File: config.mk
export PLATFORM = sky130hd
export DESIGN_NAME = fp_norm_round
export DESIGN_NICKNAME = d
export VERILOG_FILES = /design/src/rtl/fp_pkg.sv /design/src/rtl/fp_rne_round.sv /design/src/rtl/fp_norm_round.sv
export SDC_FILE = /design/constraint.sdc
export NUM_CORES = 1
export LEC_CHECK = 0
export ABC_AREA = 1
export CAP_MARGIN = 20
export CORE_MARGIN = 4
export CORE_UTILIZATION = 45
export CTS_CLUSTER_DIAMETER = 120
export DETAILED_ROUTE_END_ITERATION = 10
export PLACE_DENSITY = 0.65
export SYNTH_ARGS = -nofsm -noshare
export SYNTH_HDL_FRONTEND = slang
export SYNTH_SLANG_ARGS = --single-unit
File: constraint.sdc
create_clock -name clk -period 5.4 [get_ports clk]
set_input_delay 1.08 -clock clk [delete_from_list [all_inputs] [get_ports clk]]
set_output_delay 1.08 -clock clk [all_outputs]
set_load 0.05 [all_outputs]
File: src/rtl/fp_pkg.sv
// Shared widths, FSM encoding and IEEE-754 packing helper for the
// single-precision normalise/round stage.
package fp_pkg;

    localparam int EXP_W   = 8;
    localparam int MAN_W   = 23;
    localparam int EXP_MAX = 255;
    localparam int BIAS    = 127;

    typedef enum logic [1:0] {
        IDLE  = 2'd0,
        SHIFT = 2'd1,
        ROUND = 2'd2,
        DONE  = 2'd3
    } state_t;

    function automatic logic [EXP_W+MAN_W:0] pack(
        input logic             sign,
        input logic [EXP_W-1:0] exp,
        input logic [MAN_W-1:0] frac
    );
        return {sign, exp, frac};
    endfunction

endpackage

File: src/rtl/fp_rne_round.sv
// Combinational round-to-nearest-even on a 24-bit significand with
// guard/round/sticky; reports inexact and exponent overflow.
module fp_rne_round
    import fp_pkg::*;
(
    input  logic [MAN_W:0]   mant,
    input  logic [2:0]       grs,
    input  logic [EXP_W-1:0] exp,
    output logic [MAN_W:0]   mant_out,
    output logic [EXP_W-1:0] exp_out,
    output logic             inexact,
    output logic             overflow
);

    logic             inc;
    logic [MAN_W+1:0] sum;
    logic [EXP_W:0]   exp_wide;

    always_comb begin
        inc      = grs[2] & (grs[1] | grs[0] | mant[0]);
        sum      = {1'b0, mant} + {{(MAN_W + 1){1'b0}}, inc};
        mant_out = sum[MAN_W:0];
        exp_wide = {1'b0, exp};
        // 1.111..1 + ulp carries out: renormalise to 1.000..0 one binade up
        if (sum[MAN_W+1]) begin
            mant_out = {1'b1, {MAN_W{1'b0}}};
            exp_wide = {1'b0, exp} + {{EXP_W{1'b0}}, 1'b1};
        end
        exp_out  = exp_wide[EXP_W-1:0];
        inexact  = |grs;
        overflow = exp_wide >= (EXP_W + 1)'(EXP_MAX);
    end

endmodule

File: src/rtl/fp_norm_round.sv
// Sequential normalise-and-round stage: one-bit-per-cycle left shift,
// RNE rounding, single output buffer held until the consumer accepts.
module fp_norm_round #(
    parameter int EXP_W   = 8,
    parameter int MAN_W   = 23,
    parameter int EXP_MAX = 255
) (
    input  logic                   clk,
    input  logic                   rst,
    input  logic                   in_valid,
    output logic                   in_ready,
    input  logic                   in_sign,
    input  logic [EXP_W-1:0]       in_exp,
    input  logic [MAN_W+1:0]       in_mant,
    input  logic [2:0]             in_grs,
    output logic                   out_valid,
    input  logic                   out_ready,
    output logic [EXP_W+MAN_W:0]   out_result,
    output logic                   out_inexact,
    output logic                   out_overflow
);
    import fp_pkg::*;

    state_t           state;
    logic             sign_q;
    logic [EXP_W-1:0] exp_q;
    logic [MAN_W:0]   mant_q;
    logic [2:0]       grs_q;

    logic [MAN_W:0]   r_mant;
    logic [EXP_W-1:0] r_exp;
    logic             r_inexact;
    logic             r_overflow;
    logic [EXP_W-1:0] r_exp_field;
    logic [MAN_W-1:0] r_frac;
    logic [MAN_W-1:0] nan_frac;

    fp_rne_round u_round (
        .mant     (mant_q),
        .grs      (grs_q),
        .exp      (exp_q),
        .mant_out (r_mant),
        .exp_out  (r_exp),
        .inexact  (r_inexact),
        .overflow (r_overflow)
    );

    always_comb begin
        nan_frac = in_mant[MAN_W-1:0];
        if (|in_mant[MAN_W-1:0])
            nan_frac[MAN_W-1] = 1'b1;
        // Denormals carry exp_q==1 but pack a zero field unless rounding
        // pushed the significand into the hidden bit.
        r_exp_field = r_mant[MAN_W] ? r_exp : '0;
        r_frac      = r_mant[MAN_W-1:0];
        if (r_overflow) begin
            r_exp_field = '1;
            r_frac      = '0;
        end
    end

    always_ff @(posedge clk or posedge rst) begin
        if (rst) begin
            state        <= IDLE;
            in_ready     <= 1'b1;
            out_valid    <= 1'b0;
            out_result   <= '0;
            out_inexact  <= 1'b0;
            out_overflow <= 1'b0;
            sign_q       <= 1'b0;
            exp_q        <= '0;
            mant_q       <= '0;
            grs_q        <= '0;
        end else begin
            case (state)
                IDLE: begin
                    if (in_valid) begin
                        in_ready <= 1'b0;
                        sign_q   <= in_sign;
                        mant_q   <= in_mant[MAN_W:0];
                        grs_q    <= in_grs;
                        exp_q    <= in_exp;
                        if (in_exp == EXP_W'(EXP_MAX)) begin
                            out_result   <= pack(in_sign, '1, nan_frac);
                            out_inexact  <= 1'b0;
                            out_overflow <= 1'b0;
                            out_valid    <= 1'b1;
                            state        <= DONE;
                        end else if (in_mant == '0) begin
                            out_result   <= pack(in_sign, '0, '0);
                            out_inexact  <= 1'b0;
                            out_overflow <= 1'b0;
                            out_valid    <= 1'b1;
                            state        <= DONE;
                        end else if (in_mant[MAN_W+1]) begin
                            mant_q <= in_mant[MAN_W+1:1];
                            grs_q  <= {in_mant[0], in_grs[2], |in_grs[1:0]};
                            exp_q  <= in_exp + EXP_W'(1);
                            state  <= ROUND;
                        end else if (in_mant[MAN_W] || in_exp <= EXP_W'(1)) begin
                            // exp 0 and 1 share the denormal scale
                            if (in_exp == '0)
                                exp_q <= EXP_W'(1);
                            state <= ROUND;
                        end else begin
                            state <= SHIFT;
                        end
                    end
                end
                SHIFT: begin
                    mant_q <= {mant_q[MAN_W-1:0], grs_q[2]};
                    grs_q  <= {grs_q[1], 1'b0, grs_q[0]};
                    exp_q  <= exp_q - EXP_W'(1);
                    // look ahead so the last shift and the exit share a cycle
                    if (mant_q[MAN_W-1] || exp_q == EXP_W'(2))
                        state <= ROUND;
                end
                ROUND: begin
                    out_result   <= pack(sign_q, r_exp_field, r_frac);
                    out_inexact  <= r_inexact;
                    out_overflow <= r_overflow;
                    out_valid    <= 1'b1;
                    state        <= DONE;
                end
                DONE: begin
                    if (out_ready) begin
                        out_valid <= 1'b0;
                        in_ready  <= 1'b1;
                        state     <= IDLE;
                    end
                end
                default: state <= IDLE;
            endcase
        end
    end

endmodule

==> metrics.md, run 1 <==
| Metric | Value |
|---|---|
| Outcome | completed |
| First-pass GRT wire length | between 20000 and 30000 um |
| Post-Synthesis Cell Area | around 5400 um2 |
| Worst EP required | roughly 5.7 ns |
| Vias | ~5500 |
| Cells after Synth | around 800 |
| Yosys warns | 0 |
| Critical Path Source Type | primary input |
| Post-route antenna net violation count | 0 |
| DRC | 0 |
| Peak VDD IR | 0.000384 V |
| Worst-path maximum fanout | 16 |
| WL per Instance | between 15 and 20 um |
| Reg-to-reg endpoint | out_result[11] |
| Reg2reg start | grs_q[2] |
| Reg2reg setup slack | about 2.8 ns |
| Slew of the pin with the lowest slew margin | between 0.8 and 0.9 ns |
| Hold Crit Depth | 2 |
| Met3 WL | roughly 1000 um |
| Period utilization | between 60% and 70% |
| CTS tree | done |
| Reg power frac | 27.5% |
| CP Buf/Inv Count | 1 |
| Cell Chain, Critical Path | clkdlybuf4s50_1, nor2_1, nand4_1, nor3_1, nand2_1, nand3_2, nand3_1, nor2_2, nand4_1, nand2_1 |
| CTS max path bufs | 2 |
| Die height | about 120 um |
| Switching Share | approximately half |
| Netlist cell types | 42 |
| Setup Slack @ Placement | approximately 1.6 ns |
| Combinational share of power | between 50% and 60% |
| Port Buffers | 76 |
| Initial cell density of the core | a little under half |
| Inserted Clock Buffers | 9 |
| Worst Min Path Start | grs_q[0] |
| Worst setup margin | roughly 1.9 ns |
| Worst Hold End | grs_q[0] |
| Clk_skew | ~0.0083 ns |
| Top FF cell, synth | dfrtp_1 |
| Fin. Hold Viols | 0 |
| Stages on worst setup path | 10 |
| Final setup viols | 0 |
| Power Density | 580 nW/um2 |
| Fmax | roughly 0.29 GHz |
| Antenna fix cells | 0 |
| CTS clk-pin slew, worst paths | around 0.060 ns |
| Post-synth EDFFs | 0 |
| Die width | 118 um |
| P_leak | about 3.3 nW |
| Tot GR Track Use | between 20% and 30% |
| Root buf cell | clkbuf_16 |
| Switching pwr | between 0.0015 and 0.002 W |
| Final TNS setup | 0 ns |
| Worst path max stage delay | around 0.65 ns |
| Synth Net Count | 857 |
| Sequential area share after synthesis | around 34% |
| Crit end category | register |
| Pin count of the biggest net entering global routing | between 40 and 50 |
| Count of final max-slew check failures | 0 |
| Gpl congestion | ~0.91 |
| Int Power | 0.00187 W |
| Die area | 13900 um2 |
| TritonRoute pass-1 iters | 5 |
| Initial antenna violation count | 0 |
| RSZ-0062 raised after global routing | no |
| Initial DRC count | approximately 450 |
| Clk network pwr share | 15.3% |
| Maxcap violations | 0 |
| Max Used Layer | met4 |
| Hold-fix buffers, CTS | 0 |
| Io pins | 77 |
| Critical path class | in -> reg |
| Reg2reg path depth | 14 |
| FF+latch count, synth | 74 |
| Met2 WL | approximately 6600 um |
| Cell family with most CP delay | simple AND/OR/NAND/NOR gates |
| Vias in the first global route | approximately 5000 |
| Async set-reset flop share out of synthesis | 100% |
| Worst-Skew Late Latency | 0.34 ns |
| Fillcell total | 1192 |
| H-tree depth | 3 |
| Detailed placer's ending HPWL | 12000 um |
| HP Class | reg -> reg |
| CTS sink count | 74 |
| Post-CTS setup buffer count | 0 |
| Synth Area per Inst | 6.76 um2 |
| Data arrival, critical path | ~3.8 ns |
| Total global routing overflow | 0 |
| Share of cells above drive strength 1 | 7.83% |
| CTS resizes | 0 |
| Core Rows | 39 |
| Met1 Wirelength | ~8000 um |
| Slew headroom | about 43% |
| Routed Wire Length | between 15000 and 20000 um |
| Post-layout nets | 916 |
| Vias per std cell | about 5.4 |
| Final min period | about 3.5 ns |
| Synth-to-Final Area Change | 20.3% |
| Core ar. | 11600 um2 |
| Slowest CP cell | nor2_2 |
==> kinds of logic (layout without fill, tap and decap cells) <==
kind of cell    count (synthesis)  in the layout  share of synthesized area (%)
xor+xnor                       21             21                           3.39
fa+ha+maj                      12             12                           2.76
compound gates                162            162                           16.1
flops                          74             74                           34.1
simple gates                  378            378                           32.0
buf+inv                       157            221                           11.7
==> worst min-delay path, cell delays in order (launching register included) <==
cell and delay, ns:
dfrtp_1 0.33, nand2_1 0.05, o31ai_1 0.05
==> cells in the final DEF (no fill, tap or decap), types with 3 or more instances in the layout <==
master           instances
or2_2                    3
clkdlybuf4s50_1         76
buf_4                    5
nand3_2                  4
nand2_1                178
nor3_1                  14
nand2_2                 15
inv_1                  113
clkbuf_16                9
o22ai_1                  8
nand3_1                 39
nor3b_1                  3
a21oi_1                 64
nor2_4                   4
dfrtp_1                 73
o21ai_0                 70
a31oi_1                  3
ha_1                    12
nor2_1                  79
o211ai_1                 5
inv_2                    8
nand4_1                 29
nor2_2                   4
clkbuf_8                 3
clkinv_2                 5
xor2_1                  19
==> how the worst max path moves through the flow <==
stage                           start            end  slack [ns]
after floorplan                   rst       exp_q[0]        2.44
after global placement     in_mant[5]  out_result[1]        1.67
after detailed placement   in_mant[5]  out_result[4]        1.61
after CTS                 in_mant[10]  out_result[5]        1.96
after global routing       in_mant[5]  out_result[6]        1.65
final                     in_mant[10]  out_result[2]        1.92
==> per-layer routing <==
metal	track usage, %	up-vias
met1	35.4	2529
li1	-	2716
met2	33.5	213
met4	7.47	0
met5	0	-
met3	4.13	19
==> through the flow <==
| stage | instances | total power (W) | area, um2 | utilization [%] | hold slack (ns) |
|---|---|---|---|---|---|
| finish | 1011 | 0.00379 | 6530 | 56.3 | 0.473 |
| global route | 1011 | 0.00410 | 6530 | 56.3 | 0.499 |
| global placement | 995 | 0.00316 | 6250 | 53.8 | 0.462 |
| detailed placement | 995 | 0.00320 | 6250 | 53.8 | 0.462 |
| floorplan | 804 | 0.00257 | 5430 | - | 0.444 |
| CTS | 1011 | 0.00379 | 6530 | 56.3 | 0.479 |
==> power groups by stage <==
stage | Combinational, W | Clock (W) | Sequential, W
floorplan | 0.00120 | 0 | 0.00137
global route | 0.00240 | 0.000613 | 0.00108
global placement | 0.00212 | 0 | 0.00104
finish | 0.00217 | 0.000581 | 0.00104
detailed placement | 0.00215 | 0 | 0.00105
CTS | 0.00216 | 0.000591 | 0.00104
==> final cells by class <==
cell class / instances / area, um2 / area share (%)
multi-input combinational: 573 / 2950 / 45.2
sequential: 74 / 1850 / 28.4
timing repair buffer: 81 / 798 / 12.2
inverter: 124 / 469 / 7.18
clock buffer: 14 / 274 / 4.19
tap: 143 / 179 / 2.74
clock inverter: 2 / 10.0 / 0.153
==> registers in the layout, indices dropped and copies added, names as in the netlist, 2 cells and up <==
name,count
exp_q,8
grs_q,3
mant_q,24
out_result,32
state,2
==> synthesized netlist by cell type, drive strengths merged, types with 2 or more instances <==
| library cell | instances | area share (%) |
|---|---|---|
| a211oi | 2 | 0.28 |
| a21oi | 64 | 5.9 |
| a31oi | 3 | 0.35 |
| buf | 15 | 1.8 |
| clkbuf | 18 | 1.2 |
| clkinv | 3 | 0.28 |
| dfrtp | 73 | 34 |
| ha | 12 | 2.8 |
| inv | 121 | 8.4 |
| nand2 | 195 | 14 |
| nand3 | 43 | 4.3 |
| nand4 | 30 | 3.7 |
| nor2 | 88 | 7.1 |
| nor3 | 16 | 1.7 |
| nor3b | 3 | 0.41 |
| o211ai | 5 | 0.69 |
| o21ai | 71 | 6.5 |
| o221ai | 2 | 0.32 |
| o22ai | 8 | 0.92 |
| o311ai | 2 | 0.32 |
| or2 | 3 | 0.35 |
| xnor2 | 2 | 0.32 |
| xor2 | 19 | 3.1 |
Power figures use the tool's default switching activity.
==> run 2, diff against run 1 <==
clock period = 3.5 ns   (was 5.4 ns; I/O delays follow)
==> run 2 against run 1 <==
Effect of this change: clock skew fell by 0.00075 ns; combinational power rose by 55%; sequential cell count did not move.
==> metrics.md, run 2 (synthesized netlist as in run 1, its figures left out) <==
| Metric | Value |
|---|---|
| Core ar. | between 10000 and 15000 um2 |
| Hold Crit Depth | 2 |
| Worst EP required | roughly 3.7 ns |
| Fmax | roughly 0.35 GHz |
| Core Rows | 39 |
| Reg2reg start | grs_q[2] |
| Io pins | 77 |
| FF/Latch Area | between 1500 and 2000 um2 |
| Count of final max-slew check failures | 0 |
| Commonest cells after routing, fill and taps aside | nand2_1, inv_1, nor2_1 |
| Cell Chain, Critical Path | clkdlybuf4s50_1, inv_1, nand4_1, nor3_1, nand2_1, nand2_1, nand2_1, nand2_2, inv_2, nand2_1, nand2_1, a21oi_1, nand2_1 |
| Reg-to-reg endpoint | out_result[13] |
| Critical Path Most Common Cell | nand2_1 |
| Setup Slack @ Placement | between 0.3 and 0.4 ns |
| Worst path max stage delay | 0.44 ns |
| Power Density | approximately 900 nW/um2 |
| Hold-fix buffers, CTS | 0 |
| Die area | approximately 14000 um2 |
| Post-layout nets | just over 900 |
| Reg2reg path depth | 14 |
| Worst Hold End | out_overflow |
| Final min period | between 2 and 3 ns |
| Commonest non-fill, non-tap cell in the layout | nand2_1 |
| Worst Min Path Start | out_overflow |
| Outcome | completed |
| Pin count of the biggest net entering global routing | 45 |
| Vias | approximately 5500 |
| Vias per std cell | around 5.4 |
| TritonRoute pass-1 iters | 5 |
| Vias in the first global route | ~5300 |
| Crit end category | register |
| Data arrival, critical path | around 3.1 ns |
| Final setup viols | 0 |
| DRC | 0 |
| Register bank with the most flops | out_result |
| Die width | approximately 120 um |
| Peak VDD IR | around 0.00058 V |
| Routed Wire Length | 16400 um |
| CTS tree | done |
| Fillcell total | 1144 |
| P_leak | about 3.3 nW |
| Die height | 118 um |
| Share of cells above drive strength 1 | 8.70% |
| Total global routing overflow | 0 |
| Maxcap violations | 0 |
| Critical path class | in -> reg |
| Period utilization | ~82% |
| CTS max path bufs | 2 |
| Largest register FFs | 32 |
| Inserted Clock Buffers | 9 |
| Critical Path Source Type | primary input |
| Slowest CP cell | clkdlybuf4s50_1 |
| Tot GR Track Use | 24.1% |
| Worst-path maximum fanout | 35 |
| Initial cell density of the core | 46.8% |
| HP Class | reg -> reg |
| Leading registers by flop count | out_result: 32 flops, mant_q: 24 flops, exp_q: 8 flops |
| CTS resizes | 0 |
| First-pass GRT wire length | approximately 27000 um |
| Port Buffers | 76 |
| H-tree depth | 3 |
| WL per Instance | between 15 and 20 um |
| Gpl congestion | between 0.9 and 1 |
| Area of the multi-input gates | 2950 um2 |
| Post-route antenna net violation count | 0 |
| Worst setup margin | 0.643 ns |
| Fin. Hold Viols | 0 |
| Initial DRC count | 464 |
| Antenna fix cells | 0 |
| Post-CTS setup buffer count | 0 |
| Initial antenna violation count | 0 |
| Detailed placer's ending HPWL | 12300 um |
| Power consumption | 0.00595 W |
| Synth-to-Final Area Change | 21.8% |
| Slew of the pin with the lowest slew margin | 0.886 ns |
| Slew headroom | between 40% and 50% |
| Final TNS setup | 0 ns |
| RSZ-0062 raised after global routing | no |
| Reg2reg setup slack | approximately 0.80 ns |
| Root buf cell | clkbuf_16 |
| CTS clk-pin slew, worst paths | around 0.050 ns |
| Clk_skew | approximately 0.0075 ns |
| Worst-Skew Late Latency | around 0.34 ns |
| CTS sink count | 74 |
run 2: through the flow:
step	instances	utilization, %	hold WS [ns]	instance area, um2
final	1017	57.0	0.484	6620
after global routing	1017	57.0	0.502	6620
after CTS	1017	57.0	0.483	6620
after detailed placement	1001	54.2	0.470	6290
after global placement	1001	54.2	0.465	6290
after floorplan	804	-	0.444	5430
run 2: cell type report:
| class | instances | share of cell area (%) |
|---|---|---|
| multi-input cells | 573 | 44.6 |
| flip-flops and latches | 74 | 28.0 |
| repair buffers | 87 | 12.7 |
| inverters | 124 | 7.09 |
| clock buffers | 16 | 4.86 |
| well taps | 143 | 2.70 |
run 2: where the power goes:
group | total, W | switching (W) | internal [W]
Combinational | 0.00336 | 0.00226 | 0.00110
Clock | 0.000973 | 0.000356 | 0.000616
Sequential | 0.00162 | 0.000356 | 0.00127
Total | 0.00595 | 0.00297 | 0.00298
run 2: critical path, delay by kind of cell:
kind | cells | cell delay, ns
and+or+nand+nor | 9 | 1.34
buffers and inverters | 3 | 0.91
AOI/OAI and AO/OA | 1 | 0.12
run 2: worst max-delay path by stage:
stage           startpoint        endpoint  slack [ns]  depth (start not counted)
2_1_floorplan          rst        exp_q[0]        0.92                          1
3_3_place_gp   in_mant[10]  out_result[10]        0.48                         11
3_5_place_dp    in_mant[1]  out_result[29]        0.34                         13
4_1_cts         in_mant[1]  out_result[29]        0.67                         13
5_1_grt         in_mant[1]  out_result[29]        0.45                         13
6_report        in_mant[1]  out_result[29]        0.64                         13
run 2: layer usage:
metal	up-vias	wire (um)	GRT usage, %	share of wire [%]
met5	-	0	0	0
met3	13	1270	5.00	7.8
met1	2527	7920	35.6	48
met4	0	212	6.96	1.3
li1	2739	-	-	-
met2	223	6970	35.6	43
